`config.mk`:
```
export PLATFORM = sky130hd
export DESIGN_NAME = pc_sequencer_flat
export DESIGN_NICKNAME = d
export VERILOG_FILES = /design/src/rtl/pc_sequencer_if.sv /design/src/rtl/pc_sequencer.sv /design/src/flat_wrapper.sv
export SDC_FILE = /design/constraint.sdc
export NUM_CORES = 1
export LEC_CHECK = 0
export ABC_CLOCK_PERIOD_IN_PS = 7000
export CORE_MARGIN = 1.5
export CORE_UTILIZATION = 53
export CTS_BUF_LIST = sky130_fd_sc_hd__clkbuf_8
export DETAILED_ROUTE_END_ITERATION = 8
export PLACE_DENSITY = 0.88
export SLEW_MARGIN = 25
export SYNTH_ARGS = -nofsm -noshare
export SYNTH_HDL_FRONTEND = slang
export SYNTH_SLANG_ARGS = --single-unit
```
`constraint.sdc`:
```
create_clock -name clk -period 7 [get_ports clk]
set_input_delay 0.7 -clock clk [delete_from_list [all_inputs] [get_ports clk]]
set_output_delay 0.7 -clock clk [all_outputs]
set_load 0.03 [all_outputs]
```
`src/rtl/pc_sequencer_if.sv`:
```
// Fetch-stage bus: start/halt control, instruction-memory port, decode handshake,
// branch-unit redirect inputs and return-address/status outputs.
interface pc_sequencer_if #(
    parameter int PC_W = 8
);
    logic            start;
    logic            halt;
    logic [PC_W-1:0] imem_addr;
    logic            imem_en;
    logic [31:0]     imem_data;
    logic [31:0]     instr;
    logic [PC_W-1:0] instr_pc;
    logic            instr_valid;
    logic            instr_ready;
    logic            PC_select;
    logic [PC_W-1:0] branch_PC;
    logic            is_call;
    logic            is_ret;
    logic [31:0]     ra;
    logic            halted;
    logic            ras_err;

    modport master (
        input  start, halt, imem_data, instr_ready, PC_select, branch_PC, is_call, is_ret,
        output imem_addr, imem_en, instr, instr_pc, instr_valid, ra, halted, ras_err
    );

    modport slave (
        output start, halt, imem_data, instr_ready, PC_select, branch_PC, is_call, is_ret,
        input  imem_addr, imem_en, instr, instr_pc, instr_valid, ra, halted, ras_err
    );
endinterface

```
`src/rtl/pc_sequencer.sv`:
```
// Program counter and fetch stage: drives a synchronous instruction ROM, presents
// each word to decode with valid/ready, applies branch redirects and keeps a return-address stack.
module pc_sequencer #(
    parameter int              PC_W      = 8,
    parameter int              RAS_DEPTH = 4,
    parameter logic [PC_W-1:0] RESET_PC  = 8'h00
) (
    input  logic           clk,
    input  logic           rst_n,
    pc_sequencer_if.master bus
);
    localparam int PTR_W = $clog2(RAS_DEPTH);
    localparam int CNT_W = $clog2(RAS_DEPTH + 1);

    typedef enum logic [2:0] {
        ST_IDLE  = 3'd0,
        ST_FETCH = 3'd1,
        ST_LATCH = 3'd2,
        ST_VALID = 3'd3,
        ST_HALT  = 3'd4
    } state_t;

    state_t            r_state;
    state_t            w_state_nxt;
    logic              w_accept;
    logic              r_imem_en;
    logic              r_valid;
    logic              r_halted;
    logic [PC_W-1:0]   r_pc;
    logic [31:0]       r_instr;
    logic [PC_W-1:0]   r_instr_pc;
    logic [PC_W-1:0]   r_ras [RAS_DEPTH];
    logic [PTR_W-1:0]  r_ptr;
    logic [CNT_W-1:0]  r_cnt;
    logic              r_ras_err;
    logic              w_push;
    logic              w_pop;
    logic [PC_W-1:0]   w_push_val;
    logic [PTR_W-1:0]  w_top_idx;
    logic              w_empty;
    logic              w_full;

    // Next-state decode; accept only exists while an instruction is presented
    always_comb begin
        w_state_nxt = r_state;
        w_accept    = 1'b0;
        case (r_state)
            ST_IDLE: begin
                if (bus.start) begin
                    w_state_nxt = ST_FETCH;
                end else begin
                    w_state_nxt = ST_IDLE;
                end
            end
            ST_FETCH: w_state_nxt = ST_LATCH;
            ST_LATCH: w_state_nxt = ST_VALID;
            ST_VALID: begin
                if (bus.instr_ready) begin
                    w_accept = 1'b1;
                    if (bus.halt) begin
                        w_state_nxt = ST_HALT;
                    end else begin
                        w_state_nxt = ST_FETCH;
                    end
                end else begin
                    w_state_nxt = ST_VALID;
                end
            end
            ST_HALT: w_state_nxt = ST_HALT;
            default: w_state_nxt = ST_IDLE;
        endcase
    end

    // State register with registered status outputs decoded from the next state
    always_ff @(posedge clk or negedge rst_n) begin
        if (!rst_n) begin
            r_state   <= ST_IDLE;
            r_imem_en <= 1'b0;
            r_valid   <= 1'b0;
            r_halted  <= 1'b0;
        end else begin
            r_state   <= w_state_nxt;
            r_imem_en <= (w_state_nxt == ST_FETCH);
            r_valid   <= (w_state_nxt == ST_VALID);
            r_halted  <= (w_state_nxt == ST_HALT);
        end
    end

    // Program counter: advances or redirects on a non-halting accept
    always_ff @(posedge clk or negedge rst_n) begin
        if (!rst_n) begin
            r_pc <= RESET_PC;
        end else if (w_accept && !bus.halt) begin
            r_pc <= bus.PC_select ? bus.branch_PC : r_pc + PC_W'(1);
        end else begin
            r_pc <= r_pc;
        end
    end

    // ROM data arrives the cycle after the read, so capture it in LATCH
    always_ff @(posedge clk or negedge rst_n) begin
        if (!rst_n) begin
            r_instr    <= 32'h0000_0000;
            r_instr_pc <= {PC_W{1'b0}};
        end else if (r_state == ST_LATCH) begin
            r_instr    <= bus.imem_data;
            r_instr_pc <= r_pc;
        end else begin
            r_instr    <= r_instr;
            r_instr_pc <= r_instr_pc;
        end
    end

    // Stack control derived from the accepted instruction
    always_comb begin
        w_push     = w_accept & bus.is_call;
        w_pop      = w_accept & bus.is_ret;
        w_push_val = r_instr_pc + PC_W'(1);
        w_top_idx  = r_ptr - PTR_W'(1);
        w_empty    = (r_cnt == {CNT_W{1'b0}});
        w_full     = (r_cnt == CNT_W'(RAS_DEPTH));
    end

    // Circular return-address stack; r_ptr is the next free slot, overflow overwrites the oldest
    always_ff @(posedge clk or negedge rst_n) begin
        if (!rst_n) begin
            for (int i = 0; i < RAS_DEPTH; i++) begin
                r_ras[i] <= {PC_W{1'b0}};
            end
            r_ptr     <= {PTR_W{1'b0}};
            r_cnt     <= {CNT_W{1'b0}};
            r_ras_err <= 1'b0;
        end else begin
            case ({w_push, w_pop})
                2'b10: begin
                    r_ras[r_ptr] <= w_push_val;
                    r_ptr        <= r_ptr + PTR_W'(1);
                    if (w_full) begin
                        r_ras_err <= 1'b1;
                    end else begin
                        r_cnt <= r_cnt + CNT_W'(1);
                    end
                end
                2'b01: begin
                    if (w_empty) begin
                        r_ras_err <= 1'b1;
                    end else begin
                        r_ptr <= w_top_idx;
                        r_cnt <= r_cnt - CNT_W'(1);
                    end
                end
                2'b11: begin
                    if (w_empty) begin
                        r_ras[r_ptr] <= w_push_val;
                        r_ptr        <= r_ptr + PTR_W'(1);
                        r_cnt        <= CNT_W'(1);
                    end else begin
                        r_ras[w_top_idx] <= w_push_val;
                    end
                end
                default: begin
                    r_ptr <= r_ptr;
                end
            endcase
        end
    end

    assign bus.imem_addr   = r_pc;
    assign bus.imem_en     = r_imem_en;
    assign bus.instr       = r_instr;
    assign bus.instr_pc    = r_instr_pc;
    assign bus.instr_valid = r_valid;
    assign bus.halted      = r_halted;
    assign bus.ras_err     = r_ras_err;
    assign bus.ra          = w_empty ? 32'h0000_0000 : {{(32 - PC_W){1'b0}}, r_ras[w_top_idx]};
endmodule
```
`src/flat_wrapper.sv`:
```
// flat-port wrapper written by rule: the top's interface ports become plain ports
module pc_sequencer_flat 
#(
    parameter int              PC_W      = 8,
    parameter int              RAS_DEPTH = 4,
    parameter logic [PC_W-1:0] RESET_PC  = 8'h00
)
  (clk, rst_n, bus_start, bus_halt, bus_imem_data, bus_instr_ready, bus_PC_select, bus_branch_PC, bus_is_call, bus_is_ret, bus_imem_addr, bus_imem_en, bus_instr, bus_instr_pc, bus_instr_valid, bus_ra, bus_halted, bus_ras_err);
  pc_sequencer_if #(.PC_W(PC_W)) bus_i ();
  input  logic clk;
  input  logic rst_n;
  input wire logic [$bits(bus_i.start)-1:0] bus_start;
  input wire logic [$bits(bus_i.halt)-1:0] bus_halt;
  input wire logic [$bits(bus_i.imem_data)-1:0] bus_imem_data;
  input wire logic [$bits(bus_i.instr_ready)-1:0] bus_instr_ready;
  input wire logic [$bits(bus_i.PC_select)-1:0] bus_PC_select;
  input wire logic [$bits(bus_i.branch_PC)-1:0] bus_branch_PC;
  input wire logic [$bits(bus_i.is_call)-1:0] bus_is_call;
  input wire logic [$bits(bus_i.is_ret)-1:0] bus_is_ret;
  output wire logic [$bits(bus_i.imem_addr)-1:0] bus_imem_addr;
  output wire logic [$bits(bus_i.imem_en)-1:0] bus_imem_en;
  output wire logic [$bits(bus_i.instr)-1:0] bus_instr;
  output wire logic [$bits(bus_i.instr_pc)-1:0] bus_instr_pc;
  output wire logic [$bits(bus_i.instr_valid)-1:0] bus_instr_valid;
  output wire logic [$bits(bus_i.ra)-1:0] bus_ra;
  output wire logic [$bits(bus_i.halted)-1:0] bus_halted;
  output wire logic [$bits(bus_i.ras_err)-1:0] bus_ras_err;
  assign bus_i.start = bus_start;
  assign bus_i.halt = bus_halt;
  assign bus_i.imem_data = bus_imem_data;
  assign bus_i.instr_ready = bus_instr_ready;
  assign bus_i.PC_select = bus_PC_select;
  assign bus_i.branch_PC = bus_branch_PC;
  assign bus_i.is_call = bus_is_call;
  assign bus_i.is_ret = bus_is_ret;
  assign bus_imem_addr = bus_i.imem_addr;
  assign bus_imem_en = bus_i.imem_en;
  assign bus_instr = bus_i.instr;
  assign bus_instr_pc = bus_i.instr_pc;
  assign bus_instr_valid = bus_i.instr_valid;
  assign bus_ra = bus_i.ra;
  assign bus_halted = bus_i.halted;
  assign bus_ras_err = bus_i.ras_err;
  pc_sequencer #(.PC_W(PC_W), .RAS_DEPTH(RAS_DEPTH), .RESET_PC(RESET_PC)) u_core (.clk(clk), .rst_n(rst_n), .bus(bus_i));
endmodule
```
==> impl_results.md, run 1 <==
- Wire length on met2: 4.70 mm
- Synth cell count leaders: 92 x dfrtp_1, 69 x mux2_2, 24 x buf_4
- RSZ-0062 raised after global routing: no
- Cell family with most CP delay: buffers and inverters
- # resized after CTS: 0
- Max stage delay on crit path: 780 ps
- Post-synth EDFFs: 0
- Syn Area/Cell: 13.0 um^2
- Net Sw Power: 1.20 mW
- TritonCTS clock tree: yes
- CTS root buffer: clkbuf_8
- RePlAce Congestion: 0.829
- Worst Clk Skew: 8.12 ps
- Die area: 9130 um^2
- Seq/Total Area, Yosys: 50.7%
- Largest net degree at the start of global routing: 71
- Post-synthesis adder-cell area fraction: 4.41%
- Final Critical Period: 3830 ps
- Post-Route M1 WL: 3.88 mm
- Layout cell share with drive strength beyond 1: 22.7%
- Via count: 3132
- Highest metal used: met4
- Cell count after synthesis: 349
- Worst Path Arrival: 3130 ps
- CTS Buf Count: 9
- Crit path buf inv count: 2
- Highest ir drop seen on vdd: 0.308 mV
- Final non-filler cell total: 567
- Later-pin clock latency in the skew report: 360 ps
- CTS Hold Buffers Added: 0
- Yosys top cell area share: 50.7%
- Top fanout value on the critical path: 13
- WL per Instance: 16.9 um
- Layout area overhead: 28.6%
- Ports: 132
- Die Ht: 95.6 um
- GRT overflow: 0
- Sw Share: 40.6%
- DRC viols: 0
- R2R Path End: u_core.r_ras[4]
- Worst r2r src: u_core.r_state[0]
- Main combinational cell family by area after synthesis: multiplexers
- Reg2Reg Setup Slack: 4300 ps
- Setup crit start: u_core.r_ptr[0]
- YS warnings: 0
- Maximum buffer depth of the clock tree: 2
- Most numerous cell in the Yosys netlist: dfrtp_1
- Post-synth top area cell: dfrtp_1
- Setup TNS: 0 ps
- CP cell instances: inv_1 -> ha_1 -> mux4_2 -> nor2b_1 -> clkdlybuf4s50_1
- Sequential share of power: 33.4%
- Total Routing Usage GR: 22.9%
- Crit Path Class: flop to output pin
- Worst slew pin tran: 877 ps
- Power share of the clock group: 13.2%
- Post-synthesis mux area share: 22.6%
- Initial antenna violation count: 0
- Power Dens Cells: 505 nW/um^2
- Total Nets Final: 523
- Status: finished clean
- Number of failing hold endpoints at the final stage: 0
- Via/cell ratio: 5.52
- Register Area: 2300 um^2
- Drt first pass iters: 4
- CTS H-tree lvls: 3
- R2R cell count: 8
- DP Wirelength: 6.88 mm
- Setup bufs post-CTS: 0
- Slowest cell on the critical path: dfrtp_1
- Synth Register Bits: 92
- First-pass GRT wire length: 15.9 mm
- Met3 Wirelength: 861 um
- Crit end category: output pin
- Worst EP required: 6300 ps
- Mapped cell area: 4540 um^2
- Most used DFF post-synth: dfrtp_1
- Core Footprint: 8260 um^2
- Crit start category: flop
- Rel. slew slack: 41.5%
- Cell depth of the worst setup path: 5
- DP Cell Count: 552
- Area of the multi-input gates: 2070 um^2
- Post-synthesis compound-gate area fraction: 6.06%
- Leakage: 2.50 nW
- Post-Synth XOR/XNOR Area: 1.93%
- HP Class: primary input to async pin
- Total Routed Length: 9.59 mm
- Internal power: 1.75 mW
- Fillcell total: 556
- Clock sinks: 92
- Post-Synth Simple-Gate Area: 8.38%
- Synth area leaders: dfrtp_1 51%, mux2_2 17%, ha_1 4.4%
- CP endpoint: bus_ra[4]
- Gate power share: 53.4%
- Ys async rst share: 100%
- Post-synth cell types: 47
- Fmax: 0.261 GHz
- Crit share post-route: 54.8%
- Vias in the first global route: 3207
- Buffers on Ports: 107
- Die Span X: 95.6 um
- Fin. max-slew vios: 0
- Initial DRC Count: 138
- Max-Cap Viols: 0
- Initial Utilization: 55.0%
- Row count: 33
- Reg clk slew, reported paths: 90 ps
- Post-route antenna net violation count: 0
- N_diodes: 0
- Endpoints failing setup: 0
==> per-stage QoR <==
stage | total power [mW] | util [%] | hold slack [ps] | cell area, um^2 | setup slack, ps
floorplan | 1.99 | - | 404 | 4630 | 4190
global placement | 2.50 | 67.9 | 449 | 5610 | 3620
detailed placement | 2.56 | 67.9 | 455 | 5610 | 3490
CTS | 2.95 | 70.5 | 218 | 5820 | 3100
global route | 3.13 | 70.7 | 226 | 5840 | 2870
finish | 2.95 | 70.7 | 215 | 5840 | 3170
==> power groups by stage <==
stage,sequential [mW],clock [mW],combinational (mW)
after detailed placement,0.995,0,1.56
after CTS,0.987,0.394,1.57
final,0.986,0.390,1.58
after floorplan,1.20,0,0.794
after global routing,1.03,0.416,1.69
after global placement,0.976,0,1.53
==> flip-flops by register name, indices dropped and copies added (netlist names) <==
register                count
u_core.bus.instr_valid      1
u_core.bus.halted           1
u_core.bus.ras_err          1
u_core.r_cnt                3
u_core.bus.instr           32
u_core.r_ptr                2
u_core.r_state              3
u_core.bus.instr_pc         8
u_core.r_ras               32
u_core.bus.imem_addr        8
u_core.bus.imem_en          1
==> logic make-up (layout without fill, tap and decap cells) <==
kind of cell	count (synthesis)	count (layout)
buf+inv	40	130
compound gates	41	41
mux	84	84
flops	92	92
xor+xnor	10	10
fa+ha+maj	16	16
other cells	1	24
simple gates	65	65
==> final cells by class <==
| class | instances | share of cell area (%) |
|---|---|---|
| Sequential cell | 92 | 39.4 |
| Inverter | 6 | 0.386 |
| Clock inverter | 4 | 1.26 |
| Multi-Input combinational cell | 240 | 35.4 |
| Clock buffer | 10 | 2.36 |
| Tap cell | 105 | 2.25 |
| Timing Repair Buffer | 110 | 18.9 |
==> metal layers <==
layer / global-route usage (%) / up-vias
met5: 0 / -
met2: 36.2 / 128
met3: 8.53 / 11
met4: 7.23 / 0
li1: - / 1430
met1: 29.3 / 1563
==> layout by cell type, fill, tap and decap left out, types with 6 or more instances in the layout <==
cell type | synthesis | layout
clkdlybuf4s50_1 | 0 | 106
dfrtp_1 | 92 | 92
mux2_2 | 69 | 69
conb_1 | 1 | 24
ha_1 | 16 | 16
o21ai_0 | 13 | 13
nand2_1 | 11 | 11
nor2b_1 | 10 | 10
clkbuf_8 | 1 | 10
a21oi_1 | 8 | 8
mux4_2 | 8 | 8
nand3_1 | 8 | 8
xnor2_1 | 8 | 8
nor2_1 | 8 | 7
mux2i_1 | 7 | 7
inv_1 | 6 | 6
==> worst min path at each step <==
stage / endpoint / slack (ps) / cells past startpoint
2_1_floorplan: u_core.bus.halted / 400 / 0
3_3_place_gp: u_core.bus.ras_err / 450 / 1
3_5_place_dp: u_core.bus.ras_err / 450 / 1
4_1_cts: u_core.bus.instr[2] / 220 / 1
5_1_grt: u_core.bus.instr[2] / 230 / 1
6_report: u_core.bus.imem_en / 220 / 1
No activity file was read; power rests on OpenSTA's default activity.
==> run 2, diff against run 1 <==
--- a/config.mk
+++ b/config.mk
@@ -5,12 +5,12 @@
 export SDC_FILE = /design/constraint.sdc
 export NUM_CORES = 1
 export LEC_CHECK = 0
-export ABC_CLOCK_PERIOD_IN_PS = 7000
+export ABC_CLOCK_PERIOD_IN_PS = 3850
 export CORE_MARGIN = 1.5
-export CORE_UTILIZATION = 53
+export CORE_UTILIZATION = 49
 export CTS_BUF_LIST = sky130_fd_sc_hd__clkbuf_8
 export DETAILED_ROUTE_END_ITERATION = 8
-export PLACE_DENSITY = 0.88
+export PLACE_DENSITY = 0.82
 export SLEW_MARGIN = 25
 export SYNTH_ARGS = -nofsm -noshare
 export SYNTH_HDL_FRONTEND = slang
==> constraint.sdc (replaced) <==
create_clock -name clk -period 3.85 [get_ports clk]
set_input_delay 0.385 -clock clk [delete_from_list [all_inputs] [get_ports clk]]
set_output_delay 0.385 -clock clk [all_outputs]
set_load 0.03 [all_outputs]
==> impl_results.md, run 2 (synthesis gave the netlist of run 1 again) <==
- Number of failing hold endpoints at the final stage: 0 (unchanged)
- Worst Clk Skew: 9.50 ps (+1.38 ps)
- Power Dens Cells: 922 nW/um^2 (+82%)
- Top fanout value on the critical path: 13 (unchanged)
- Fin. max-slew vios: 0 (unchanged)
- Row count: 34 (+3.0%)
- Initial antenna violation count: 0 (unchanged)
- RSZ-0062 raised after global routing: no
- TritonCTS clock tree: yes
- Crit share post-route: 82.3%
- Die Span X: 99.3 um (+3.9%)
- Area of the multi-input gates: 2070 um^2 (unchanged)
- Reg clk slew, reported paths: 90 ps (about the same)
- Initial Utilization: 51.3% (-3.7 points)
- Core Footprint: 8850 um^2 (+7.2%)
- Via/cell ratio: 5.32 (-3.6%)
- Register Area: 2300 um^2 (unchanged)
- CTS Buf Count: 9 (unchanged)
- Crit end category: output pin
- N_diodes: 0 (unchanged)
- Most frequent cells in the layout: 106 x clkdlybuf4s50_1, 92 x dfrtp_1, 69 x mux2_2
- Layout cell share with drive strength beyond 1: 23.2% (+0.50 points)
- Via count: 3051 (-2.6%)
- Total Routed Length: 9.70 mm (+1.2%)
- RePlAce Congestion: 0.819 (-1.2%)
- Later-pin clock latency in the skew report: 360 ps (about the same)
- Most common cell after layout, fill and taps aside: clkdlybuf4s50_1
- Final instance area: 5870 um^2 (+0.51%)
- Max-Cap Viols: 0 (unchanged)
- DP Area: 5650 um^2 (+0.69%)
- CTS H-tree lvls: 3 (unchanged)
- Rel. slew slack: 44.2% (+2.7 points)
- Final Critical Period: 3170 ps
- First-pass GRT wire length: 16.2 mm (+2.0%)
- Post-route antenna net violation count: 0 (unchanged)
- Worst Slack Setup Final: 683 ps (-2480 ps)
- Worst EP required: 3460 ps (-2840 ps)
- Endpoints failing setup: 0 (unchanged)
- Setup TNS: 0 ps (unchanged)
- Buffers on Ports: 107 (unchanged)
- Drt first pass iters: 4 (unchanged)
- Worst Path Arrival: 2780 ps (-350 ps)
- Initial DRC Count: 100 (-28%)
- Highest ir drop seen on vdd: 0.541 mV (+76%)
- Hold WS: 117 ps (-97.9 ps)
- Clock sinks: 92 (unchanged)
- Fmax: 0.316 GHz
- Status: finished clean
- Maximum buffer depth of the clock tree: 2 (unchanged)
- Die Ht: 99.3 um (+3.9%)
- CTS Hold Buffers Added: 0 (unchanged)
- Leakage: 2.51 nW (+0.39%)
- Die area: 9850 um^2 (+7.9%)
- Largest net degree at the start of global routing: 69 (-2.8%)
- Crit start category: flop
- DP Wirelength: 7.16 mm (+4.0%)
- GRT overflow: 0 (unchanged)
- WL per Instance: 16.9 um (+0.14%)
- Vias in the first global route: 3292 (+2.7%)
- DRC viols: 0 (unchanged)
- Fillcell total: 649 (+17%)
- Worst slew pin tran: 837 ps (-40.0 ps)
- Setup bufs post-CTS: 0 (unchanged)
- Ports: 132 (unchanged)
- HP Class: primary input to async pin
- Layout area overhead: 29.3%
- Crit Path Class: flop to output pin
- # resized after CTS: 0 (unchanged)
- Total Routing Usage GR: 21.0% (-1.9 points)
- CTS root buffer: clkbuf_8
- Place WS: 721 ps (-2770 ps)
- Total Nets Final: 524 (+0.19%)
-- run 2: cell types whose count changed in the layout (fill, tap and decap cells not counted) --
cell        previous run  this run
clkbuf_8              10         9
clkinvlp_4             0         1
buf_4                  3         4
inv_6                  1         2
clkinv_4               0         1
buf_12                 1         0
buf_16                 0         1
-- run 2: cell type report --
cell class / count / share of cell area, %
Clock buffer: 9 / 2.11
Clock inverter: 7 / 1.68
Inverter: 6 / 0.384
Multi-Input combinational cell: 240 / 35.2
Tap cell: 108 / 2.30
Sequential cell: 92 / 39.2
Timing Repair Buffer: 111 / 19.1
-- run 2: through the flow --
stage	total power, mW	utilization [%]	instances
2_1_floorplan	3.62	-	372
3_3_place_gp	4.59	63.5	556
3_5_place_dp	4.72	63.8	557
4_1_cts	5.46	66.3	573
5_1_grt	5.73	66.3	573
6_report	5.41	66.3	573
-- run 2: where the power goes --
group	internal, mW	total [mW]	switching [mW]
combinational	1.41	2.93	1.51
clock	0.370	0.722	0.352
sequential	1.41	1.76	0.350
-- run 2: path summary, 6_finish.rpt --
kind | to | from | slack (ps) | cells past startpoint
min reg2reg | u_core.bus.ras_err | u_core.bus.ras_err | 470 | 1
max | bus_ra[2] | u_core.r_ptr[0] | 680 | 6
max reg2reg | u_core.r_ras[6] | u_core.r_state[0] | 1160 | 8
min | u_core.r_cnt[2] | rst_n | 120 | 1
max in group asynchronous | u_core.bus.imem_addr[3] | rst_n | 2880 | 2
min in group clk | u_core.bus.ras_err | u_core.bus.ras_err | 470 | 1
-- run 2: critical path: stages, from the launching register on --
cell and delay [ps]:
dfrtp_1 330, buf_4 240, inv_1 150, ha_1 590
mux4_2 380, nor2b_1 140, clkdlybuf4s50_1 590
-- run 2: routing by layer --
layer	part of all wire, %	wire, um	global-route usage (%)
met1	43	4140	27.3
met2	47	4570	32.9
met3	8.6	830	7.38
met4	1.7	162	7.58
met5	0	0	0
==> run 3, diff against run 2 <==
--- a/config.mk
+++ b/config.mk
@@ -5,7 +5,7 @@
 export SDC_FILE = /design/constraint.sdc
 export NUM_CORES = 1
 export LEC_CHECK = 0
-export ABC_CLOCK_PERIOD_IN_PS = 3850
+export ABC_CLOCK_PERIOD_IN_PS = 3300
 export CORE_MARGIN = 1.5
 export CORE_UTILIZATION = 49
 export CTS_BUF_LIST = sky130_fd_sc_hd__clkbuf_8
==> constraint.sdc (replaced) <==
create_clock -name clk -period 3.3 [get_ports clk]
set_input_delay 0.33 -clock clk [delete_from_list [all_inputs] [get_ports clk]]
set_output_delay 0.33 -clock clk [all_outputs]
set_load 0.03 [all_outputs]
==> impl_results.md, run 3 (synthesis gave the netlist of run 1 again) <==
- Total Routed Length: 9.41 mm (-3.0%)
- Met2 Usage GRT: 32.3% (-0.53 points)
- Ports: 132 (unchanged)
- Drt first pass iters: 4 (unchanged)
- Total Nets Final: 526 (+0.38%)
- Fmax: 0.342 GHz
- DP Wirelength: 7.00 mm (-2.3%)
- Setup TNS: 0 ps (unchanged)
- Highest ir drop seen on vdd: 0.715 mV (+32%)
- Die Ht: 99.3 um (unchanged)
- Row count: 34 (unchanged)
- N_diodes: 0 (unchanged)
- DRC viols: 0 (unchanged)
- Crit start category: flop
- Crit share post-route: 88.5%
- Number of failing hold endpoints at the final stage: 0 (unchanged)
- Met1 usage: 27.2% (-0.11 points)
- Post-route antenna net violation count: 0 (unchanged)
- Tot Pwr: 6.18 mW (+14%)
- Vias in the first global route: 3219 (-2.2%)
- Crit Path Class: flop to output pin
- CTS Hold Buffers Added: 0 (unchanged)
- Initial antenna violation count: 0 (unchanged)
- Crit end category: output pin
- Worst Slack Setup Final: 379 ps (-304 ps)
- Worst EP required: 2970 ps (-490 ps)
- Largest net degree at the start of global routing: 63 (-8.7%)
- Layout area overhead: 28.7%
- GRT overflow: 0 (unchanged)
- Final Critical Period: 2920 ps
- First-pass GRT wire length: 15.9 mm (-1.5%)
- Worst Clk Skew: 14.3 ps (+4.76 ps)
- RePlAce Congestion: 0.825 (+0.78%)
- Via/cell ratio: 5.31 (-0.32%)
- Total Routing Usage GR: 20.6% (-0.46 points)
- RSZ-0062 raised after global routing: no
- Initial Utilization: 51.3% (unchanged)
- Busiest grt layer: met2
- Buffers on Ports: 107 (unchanged)
- CTS root buffer: clkbuf_8
- Setup bufs post-CTS: 0 (unchanged)
- Hold WS: 41.1 ps (-76.3 ps)
- Clock sinks: 92 (unchanged)
- Maximum buffer depth of the clock tree: 2 (unchanged)
- Max-Cap Viols: 0 (unchanged)
- WL per Instance: 16.4 um (-3.3%)
- Fin. max-slew vios: 0 (unchanged)
- Layout cell share with drive strength beyond 1: 23.6% (+0.33 points)
- Met3 global-route usage: 7.52% (+0.14 points)
- Die area: 9850 um^2 (unchanged)
- Worst slew pin tran: 776 ps (-60.7 ps)
- Top fanout value on the critical path: 9 (-4)
- Initial DRC Count: 95 (-5.0%)
- Reg clk slew, reported paths: 90 ps (about the same)
- Rel. slew slack: 48.2% (+4.0 points)
- # resized after CTS: 0 (unchanged)
- Most frequent cells in the layout: 106 x clkdlybuf4s50_1, 92 x dfrtp_1, 69 x mux2_2
- Endpoints failing setup: 0 (unchanged)
- Die Span X: 99.3 um (unchanged)
- Place WS: 465 ps (-256 ps)
- Status: finished clean
- CTS H-tree lvls: 3 (unchanged)
- CTS Buf Count: 9 (unchanged)
- Leakage: 2.50 nW (-0.39%)
- TritonCTS clock tree: yes
- Later-pin clock latency in the skew report: 350 ps (about the same)
- Worst Path Arrival: 2590 ps (-190 ps)
- Most common cell after layout, fill and taps aside: clkdlybuf4s50_1
- Via count: 3052 (+0.033%)
- Core Footprint: 8850 um^2 (unchanged)
- Power Dens Cells: 1060 nW/um^2 (+15%)
- HP Class: primary input to async pin
- Reg2Reg Setup Slack: 810 ps (-350 ps)
[run 3: cell types whose count changed in the layout (fill, tap and decap cells not counted), sizes merged]
cell,before,now
clkbuf,9,10
inv,8,6
clkinvlp,1,2
clkinv,2,3
buf,5,7
bufinv,2,1
[run 3: path summary, 6_finish.rpt]
path                            cells past startpoint               start                    to
worst max-delay path                                5     u_core.r_ptr[1]             bus_ra[2]
worst min-delay path                                1               rst_n       u_core.r_cnt[0]
worst max register to register                      8   u_core.r_state[0]      u_core.r_ras[12]
worst min register to register                      1  u_core.bus.ras_err    u_core.bus.ras_err
max in group asynchronous                           2               rst_n  u_core.bus.instr[10]
min in group clk                                    1  u_core.bus.ras_err    u_core.bus.ras_err
[run 3: cell type report]
type                    instances  area, um^2
clock buffers                  10         138
clock inverters                 6        63.8
fillers                       676        3010
inverters                       6        22.5
multi-input cells             240        2070
flip-flops and latches         92        2300
well taps                     108         135
repair buffers                113        1110
[run 3: worst max-delay path: stages, from the launching register on]
cell,delay (ps)
dfrtp_1,430
inv_1,130
ha_1,560
mux4_2,380
nor2b_1,140
clkdlybuf4s50_1,580
[run 3: power breakdown]
group	switching, mW	internal (mW)
Sequential	0.404	1.65
Combinational	1.74	1.62
Clock	0.401	0.370
Total	2.54	3.64
[run 3: layer usage]
| metal | up-vias | wire (um) |
|---|---|---|
| met4 | 0 | 97 |
| met5 | - | 0 |
| li1 | 1424 | - |
| met3 | 8 | 821 |
| met1 | 1509 | 4050 |
| met2 | 111 | 4450 |
[run 3: per-stage QoR]
stage,instances,utilization [%],area (um^2)
after floorplan,372,-,4630
after global placement,559,63.8,5640
after detailed placement,559,63.8,5640
after CTS,575,66.0,5840
after global routing,575,66.0,5840
final,575,66.0,5840
